$ cat src/rtl/nlfsr_tap_loader.sv
// rtl/nlfsr_tap_loader.sv - Coefficient/seed loader and NLFSR state register feeding the tap-selection network.
module nlfsr_tap_loader #(
  parameter int NUM_OF_TAPS = 15,
  parameter int SIZE        = 32,
  parameter int MAX_IDX     = 19
) (
  input  logic                     clk,
  input  logic                     res,
  input  logic                     cmd_load,
  input  logic [7:0]               byte_in,
  input  logic                     byte_valid,
  output logic                     byte_ready,
  input  logic                     run_en,
  input  logic                     feedback,
  output logic [NUM_OF_TAPS*8-1:0] co_buf,
  output logic [SIZE-1:0]          register,
  output logic                     start,
  output logic                     out_bit,
  output logic                     out_valid,
  output logic                     busy,
  output logic                     cfg_err,
  output logic [31:0]              step_cnt
);

  localparam int         SEED_BYTES = SIZE / 8;
  localparam logic [7:0] LAST_COEF  = 8'(NUM_OF_TAPS - 1);
  localparam logic [7:0] LAST_SEED  = 8'(SEED_BYTES - 1);
  localparam logic [7:0] MAX_IDX_B  = 8'(MAX_IDX);

  typedef enum logic [2:0] {
    S_IDLE,
    S_LOAD_COEF,
    S_LOAD_SEED,
    S_READY,
    S_RUN
  } state_t;

  state_t                   r_state;
  logic [7:0]               r_k;
  logic [NUM_OF_TAPS*8-1:0] r_co_buf;
  logic [SIZE-1:0]          r_register;
  logic                     r_start;
  logic                     r_out_bit;
  logic                     r_out_valid;
  logic                     r_busy;
  logic                     r_byte_ready;
  logic                     r_cfg_err;
  logic [31:0]              r_step_cnt;

  logic                     w_accept;
  logic                     w_coef_bad;
  logic [31:0]              w_bit_ofs;
  logic [SIZE-1:0]          w_seed;
  logic                     w_seed_zero;

  // cmd_load takes priority over a byte offered on the same edge, so that byte is dropped.
  assign w_accept   = byte_valid && r_byte_ready && !cmd_load;
  assign w_coef_bad = (byte_in == 8'h00) || (byte_in > MAX_IDX_B);
  assign w_bit_ofs  = {24'd0, r_k} << 3;

  // Seed as it will look once the current byte lands; the zero test must include the final byte.
  always_comb begin
    w_seed = r_register;
    w_seed[w_bit_ofs +: 8] = byte_in;
  end

  assign w_seed_zero = (w_seed == '0);

  always_ff @(posedge clk or negedge res) begin
    if (!res) begin
      r_state      <= S_IDLE;
      r_k          <= 8'd0;
      r_co_buf     <= '0;
      r_register   <= '0;
      r_start      <= 1'b0;
      r_out_bit    <= 1'b0;
      r_out_valid  <= 1'b0;
      r_busy       <= 1'b0;
      r_byte_ready <= 1'b0;
      r_cfg_err    <= 1'b0;
      r_step_cnt   <= 32'd0;
    end else if (cmd_load) begin
      r_state      <= S_LOAD_COEF;
      r_k          <= 8'd0;
      r_co_buf     <= '0;
      r_cfg_err    <= 1'b0;
      r_start      <= 1'b0;
      r_out_valid  <= 1'b0;
      r_busy       <= 1'b1;
      r_byte_ready <= 1'b1;
    end else begin
      case (r_state)
        S_IDLE: begin
          r_start     <= 1'b0;
          r_out_valid <= 1'b0;
        end
        S_LOAD_COEF: begin
          if (w_accept) begin
            r_co_buf[w_bit_ofs +: 8] <= byte_in;
            if (w_coef_bad) r_cfg_err <= 1'b1;
            if (r_k == LAST_COEF) begin
              r_state <= S_LOAD_SEED;
              r_k     <= 8'd0;
            end else begin
              r_k <= r_k + 8'd1;
            end
          end
        end
        S_LOAD_SEED: begin
          if (w_accept) begin
            r_register <= w_seed;
            if (r_k == LAST_SEED) begin
              r_k          <= 8'd0;
              r_busy       <= 1'b0;
              r_byte_ready <= 1'b0;
              if (r_cfg_err || w_seed_zero) begin
                r_cfg_err <= 1'b1;
                r_state   <= S_IDLE;
              end else begin
                r_state    <= S_READY;
                r_start    <= 1'b1;
                r_step_cnt <= 32'd0;
              end
            end else begin
              r_k <= r_k + 8'd1;
            end
          end
        end
        S_READY: begin
          if (run_en) r_state <= S_RUN;
        end
        S_RUN: begin
          if (run_en) begin
            r_register  <= {feedback, r_register[SIZE-1:1]};
            r_out_bit   <= r_register[0];
            r_out_valid <= 1'b1;
            r_step_cnt  <= r_step_cnt + 32'd1;
          end else begin
            r_out_valid <= 1'b0;
          end
        end
        default: begin
          r_state      <= S_IDLE;
          r_start      <= 1'b0;
          r_busy       <= 1'b0;
          r_byte_ready <= 1'b0;
          r_out_valid  <= 1'b0;
        end
      endcase
    end
  end

  assign byte_ready = r_byte_ready;
  assign co_buf     = r_co_buf;
  assign register   = r_register;
  assign start      = r_start;
  assign out_bit    = r_out_bit;
  assign out_valid  = r_out_valid;
  assign busy       = r_busy;
  assign cfg_err    = r_cfg_err;
  assign step_cnt   = r_step_cnt;

endmodule

$ cat config.mk
export PLATFORM = sky130hd
export DESIGN_NAME = nlfsr_tap_loader
export DESIGN_NICKNAME = d
export VERILOG_FILES = /design/src/rtl/nlfsr_tap_loader.sv
export SDC_FILE = /design/constraint.sdc
export NUM_CORES = 1
export LEC_CHECK = 0
export ABC_CLOCK_PERIOD_IN_PS = 8300
export CAP_MARGIN = 10
export CORE_MARGIN = 4
export CORE_UTILIZATION = 46
export DETAILED_ROUTE_END_ITERATION = 16
export PLACE_DENSITY = 0.79
export SLEW_MARGIN = 0
export SYNTH_ARGS = -nofsm -noshare
export SYNTH_HDL_FRONTEND = slang
export SYNTH_SLANG_ARGS = --single-unit
$ cat constraint.sdc
create_clock -name clk -period 8.3 [get_ports clk]
set_input_delay 1.245 -clock clk [delete_from_list [all_inputs] [get_ports clk]]
set_output_delay 1.245 -clock clk [all_outputs]
set_load 0.02 [all_outputs]
==> impl_metrics.csv <==
group,metric,value,unit
place,place_hpwl,19300,um
detailed_routing,first_pass_iters,5,
synthesis,synthCells,1003,
global_route,grt_pass1_wl,46800,um
detailed_routing,viasPerCell,5.92,
sta,tns,0,ns
clocking,clkLatencyLatePin,0.44,ns
pwr,p_switching,1.12,mW
sta,skew,0.0189,ns
detailed_routing,wl,28600,um
sta,rsz0062_at_grt,"no",
finish,mostFrequentLayoutCell,"clkdlybuf4s50_1",
status,status,"completed",
clocking,clock-sinks,200,
worst_setup_path,cp_max_fo,47,
floorplanning,die_h,153,um
synthesis,synthArstFlopShare,100,%
synthesis,synth_nets,1022,
sta,finalSetupViolations,0,
finish,mostFrequentLayoutCells,"201 x clkdlybuf4s50_1, 200 x dfrtp_1, 122 x nor2_1, 93 x o21ai_0, 66 x nand2_1",
sta,post-route-period-util,53.2,%
sta,worst_slew_pin_slew,1.09,ns
floorplanning,rows,52,
sta,min_period,4.42,ns
synthesis,ys_types,69,
worst_setup_path,worst_ep_required_time,8.67,ns
flow_run,maxCapViolations,0,
global_route,grt.total_usage,24.3,%
worst_setup_path,cp.arrival,4.79,ns
synthesis,ys_seq_area_share,51.9,%
pwr,power_frac_clock,29.8,%
sta,relSlewSlack,26.9,%
pwr,cell_internal_pwr,1.86,mW
worst_setup_path,critPathCaptureType,"flop",
detailed_routing,route.vias.total,8595,
global_route,antenna_found_initial,0,
synthesis,synth_area,9640,um^2
clocking,ctsRootBufferMaster,"clkbuf_16",
finish,drive_above_1_share,5.93,%
detailed_routing,detail_route.wl_per_cell,19.7,um
global_route,grt.overflow.total,0,
worst_setup_path,crit_slowest_cell,"dfrtp_1",
synthesis,synth-seq-cells,200,
global_route,grt_max_degree,130,
pwr,power_density,240,nW/um^2
clocking,cts_resized,0,
floorplanning,die_w,153,um
clocking,post_cts_buffers,0,
synthesis,synth_edf_count,0,
synthesis,ys_warn_count,0,
pwr,total_power,2.98,mW
worst_setup_path,path_class,"flop to flop",
floorplanning,initial_utilization,47.2,%
detailed_routing,drt_iter0_drc,657,
clocking,clk_path_buf_depth,2,
clocking,cts_hold_buf,0,
place,routabilityCongestion,0.993,
finish,antenna_cells,0,
floorplanning,dieArea,23300,um^2
detailed_routing,ant_nets,0,
floorplanning,core-area,20400,um^2
detailed_routing,drc_errors,0,
floorplanning,io_pins,204,
clocking,h-tree-depth,4,
sta,clock.fmax,0.226,GHz
synthesis,syn_avg_cell_area,9.62,um^2
hold_path,worstHoldPathType,"flop to flop",
sta,hold_viol,0,
finish,area_growth,28.9,%
pwr,switching_share,37.6,%
sta,final_max_slew_viol_count,0,
finish,stdcell_count,1451,
global_route,grt_pass1_vias,8537,
clocking,cts.clk_slew.worst_paths,0.08,ns
synthesis,ys.flop_type,"dfrtp_1",
pwr,comb_power_share,31.1,%
place,dp.cells,1419,
clocking,cts_made_buffers,17,
place,portBuffers,203,
worst_setup_path,cp_cell_sequence,"inv_1 > ha_1 > xnor2_2 > nand4_1 > a311oi_2 > mux2_2 > a41oi_2 > a211oi_4 > buf_4 > or4_1 > a21oi_1",
worst_setup_path,start_kind,"flop",
finish,nets,1187,
pwr,power_leakage,5.15,nW
pwr,ir_worst_vdd,0.181,mV
clocking,cts_tree,"yes",
worst_setup_path,cp_slowest_stage_delay,0.73,ns
pwr,seqPwrFrac,39.1,%
## registers in the layout (all words and copies together) (netlist names)
register / count
co_buf: 120
register: 32
step_cnt: 32
r_k: 8
r_state: 3
byte_ready: 1
cfg_err: 1
out_bit: 1
out_valid: 1
start: 1
## per-stage QoR
step | utilization, % | cell area (um^2) | worst slack [ns] | hold slack, ns
6_report | 60.8 | 12400 | 3.88 | 0.494
5_1_grt | 60.8 | 12400 | 3.55 | 0.516
4_1_cts | 60.8 | 12400 | 3.92 | 0.498
3_5_place_dp | 57.7 | 11800 | 3.92 | 0.474
3_3_place_gp | 57.7 | 11800 | 3.94 | 0.466
2_1_floorplan | - | 9640 | 4.87 | 0.578
## final timing paths
check,startpoint,endpoint,slack [ns],depth (start not counted)
min,co_buf[6],co_buf[6],0.49,2
max,r_k[0],step_cnt[31],3.88,11
max in group asynchronous,res,co_buf[1],5.74,2
min reg2reg,co_buf[6],co_buf[6],0.49,2
min in group asynchronous,res,co_buf[74],0.93,1
max reg2reg,r_k[0],step_cnt[31],3.88,11
## layout make-up
| type | count | area (um^2) |
|---|---|---|
| Inverter | 12 | 45.0 |
| Timing Repair Buffer | 211 | 2090 |
| Clock buffer | 18 | 429 |
| Sequential cell | 200 | 5000 |
| Multi-Input combinational cell | 726 | 4320 |
| Fill cell | 1727 | 8000 |
| Clock inverter | 14 | 206 |
| Tap cell | 270 | 338 |
## synthesized netlist by cell type (all sizes together) (3+ instances only)
cell    instances  share of area (%)
nand2          66                2.6
a311oi          3               0.40
nand4          15               0.97
and4            3               0.27
nor2          124                4.9
mux2i          46                4.8
nor3           14               0.78
mux2            7               0.82
nand2b          7               0.45
nand3          66                3.5
ha              5               0.65
or3            12               0.78
buf            17                1.2
or4             8               0.66
or2             3               0.19
o21ai         102                5.3
o21a            5               0.39
a31oi           7               0.45
o31ai           9               0.84
inv            12               0.47
a22o           17                1.5
nor3b           3               0.29
a2bb2o          4               0.42
o22ai          32                2.1
nor2b           5               0.32
and3           24                1.6
a21oi          64                3.3
nor4b           4               0.43
a32o            5               0.52
nor4           15                1.1
nand3b          5               0.39
dfrtp         200                 52
and2           20                1.3
xnor2           4               0.44
clkbuf         48                1.9
## routing by layer
metal  part of all wire, %  GRT usage, %
met5                     0             0
met3                   6.6          5.60
met2                    48          39.3
met1                    43          32.8
met4                   2.4          7.64
## power groups by stage
| stage | sequential [mW] | combinational, mW | clock, mW |
|---|---|---|---|
| after floorplan | 1.20 | 0.594 | 0 |
| after global placement | 1.18 | 0.900 | 0 |
| after detailed placement | 1.18 | 0.917 | 0 |
| after CTS | 1.16 | 0.924 | 0.900 |
| after global routing | 1.18 | 1.01 | 0.943 |
| final | 1.17 | 0.929 | 0.887 |
## worst max-delay path, delay by kind of cell, from the launching register on
kind	cells	cell delay, ns
muxes	1	0.40
adders and majority gates	1	0.38
buffers and inverters	2	0.56
AOI/OAI and AO/OA	4	0.94
and+or+nand+nor	2	0.79
DFF	1	0.73
xor gates and xnor gates	1	0.54
## cells by family (layout without fill, tap and decap cells)
| family | Yosys count | after routing | share of synthesized area [%] |
|---|---|---|---|
| and+or+nand+nor | 398 | 398 | 20.8 |
| AOI/OAI and AO/OA | 264 | 264 | 16.9 |
| DFF | 200 | 200 | 51.9 |
| buffers and inverters | 77 | 255 | 3.55 |
| muxes | 53 | 53 | 5.59 |
| xor gates and xnor gates | 6 | 6 | 0.623 |
| adders and majority gates | 5 | 5 | 0.649 |
(Power assumes the default switching activity.)
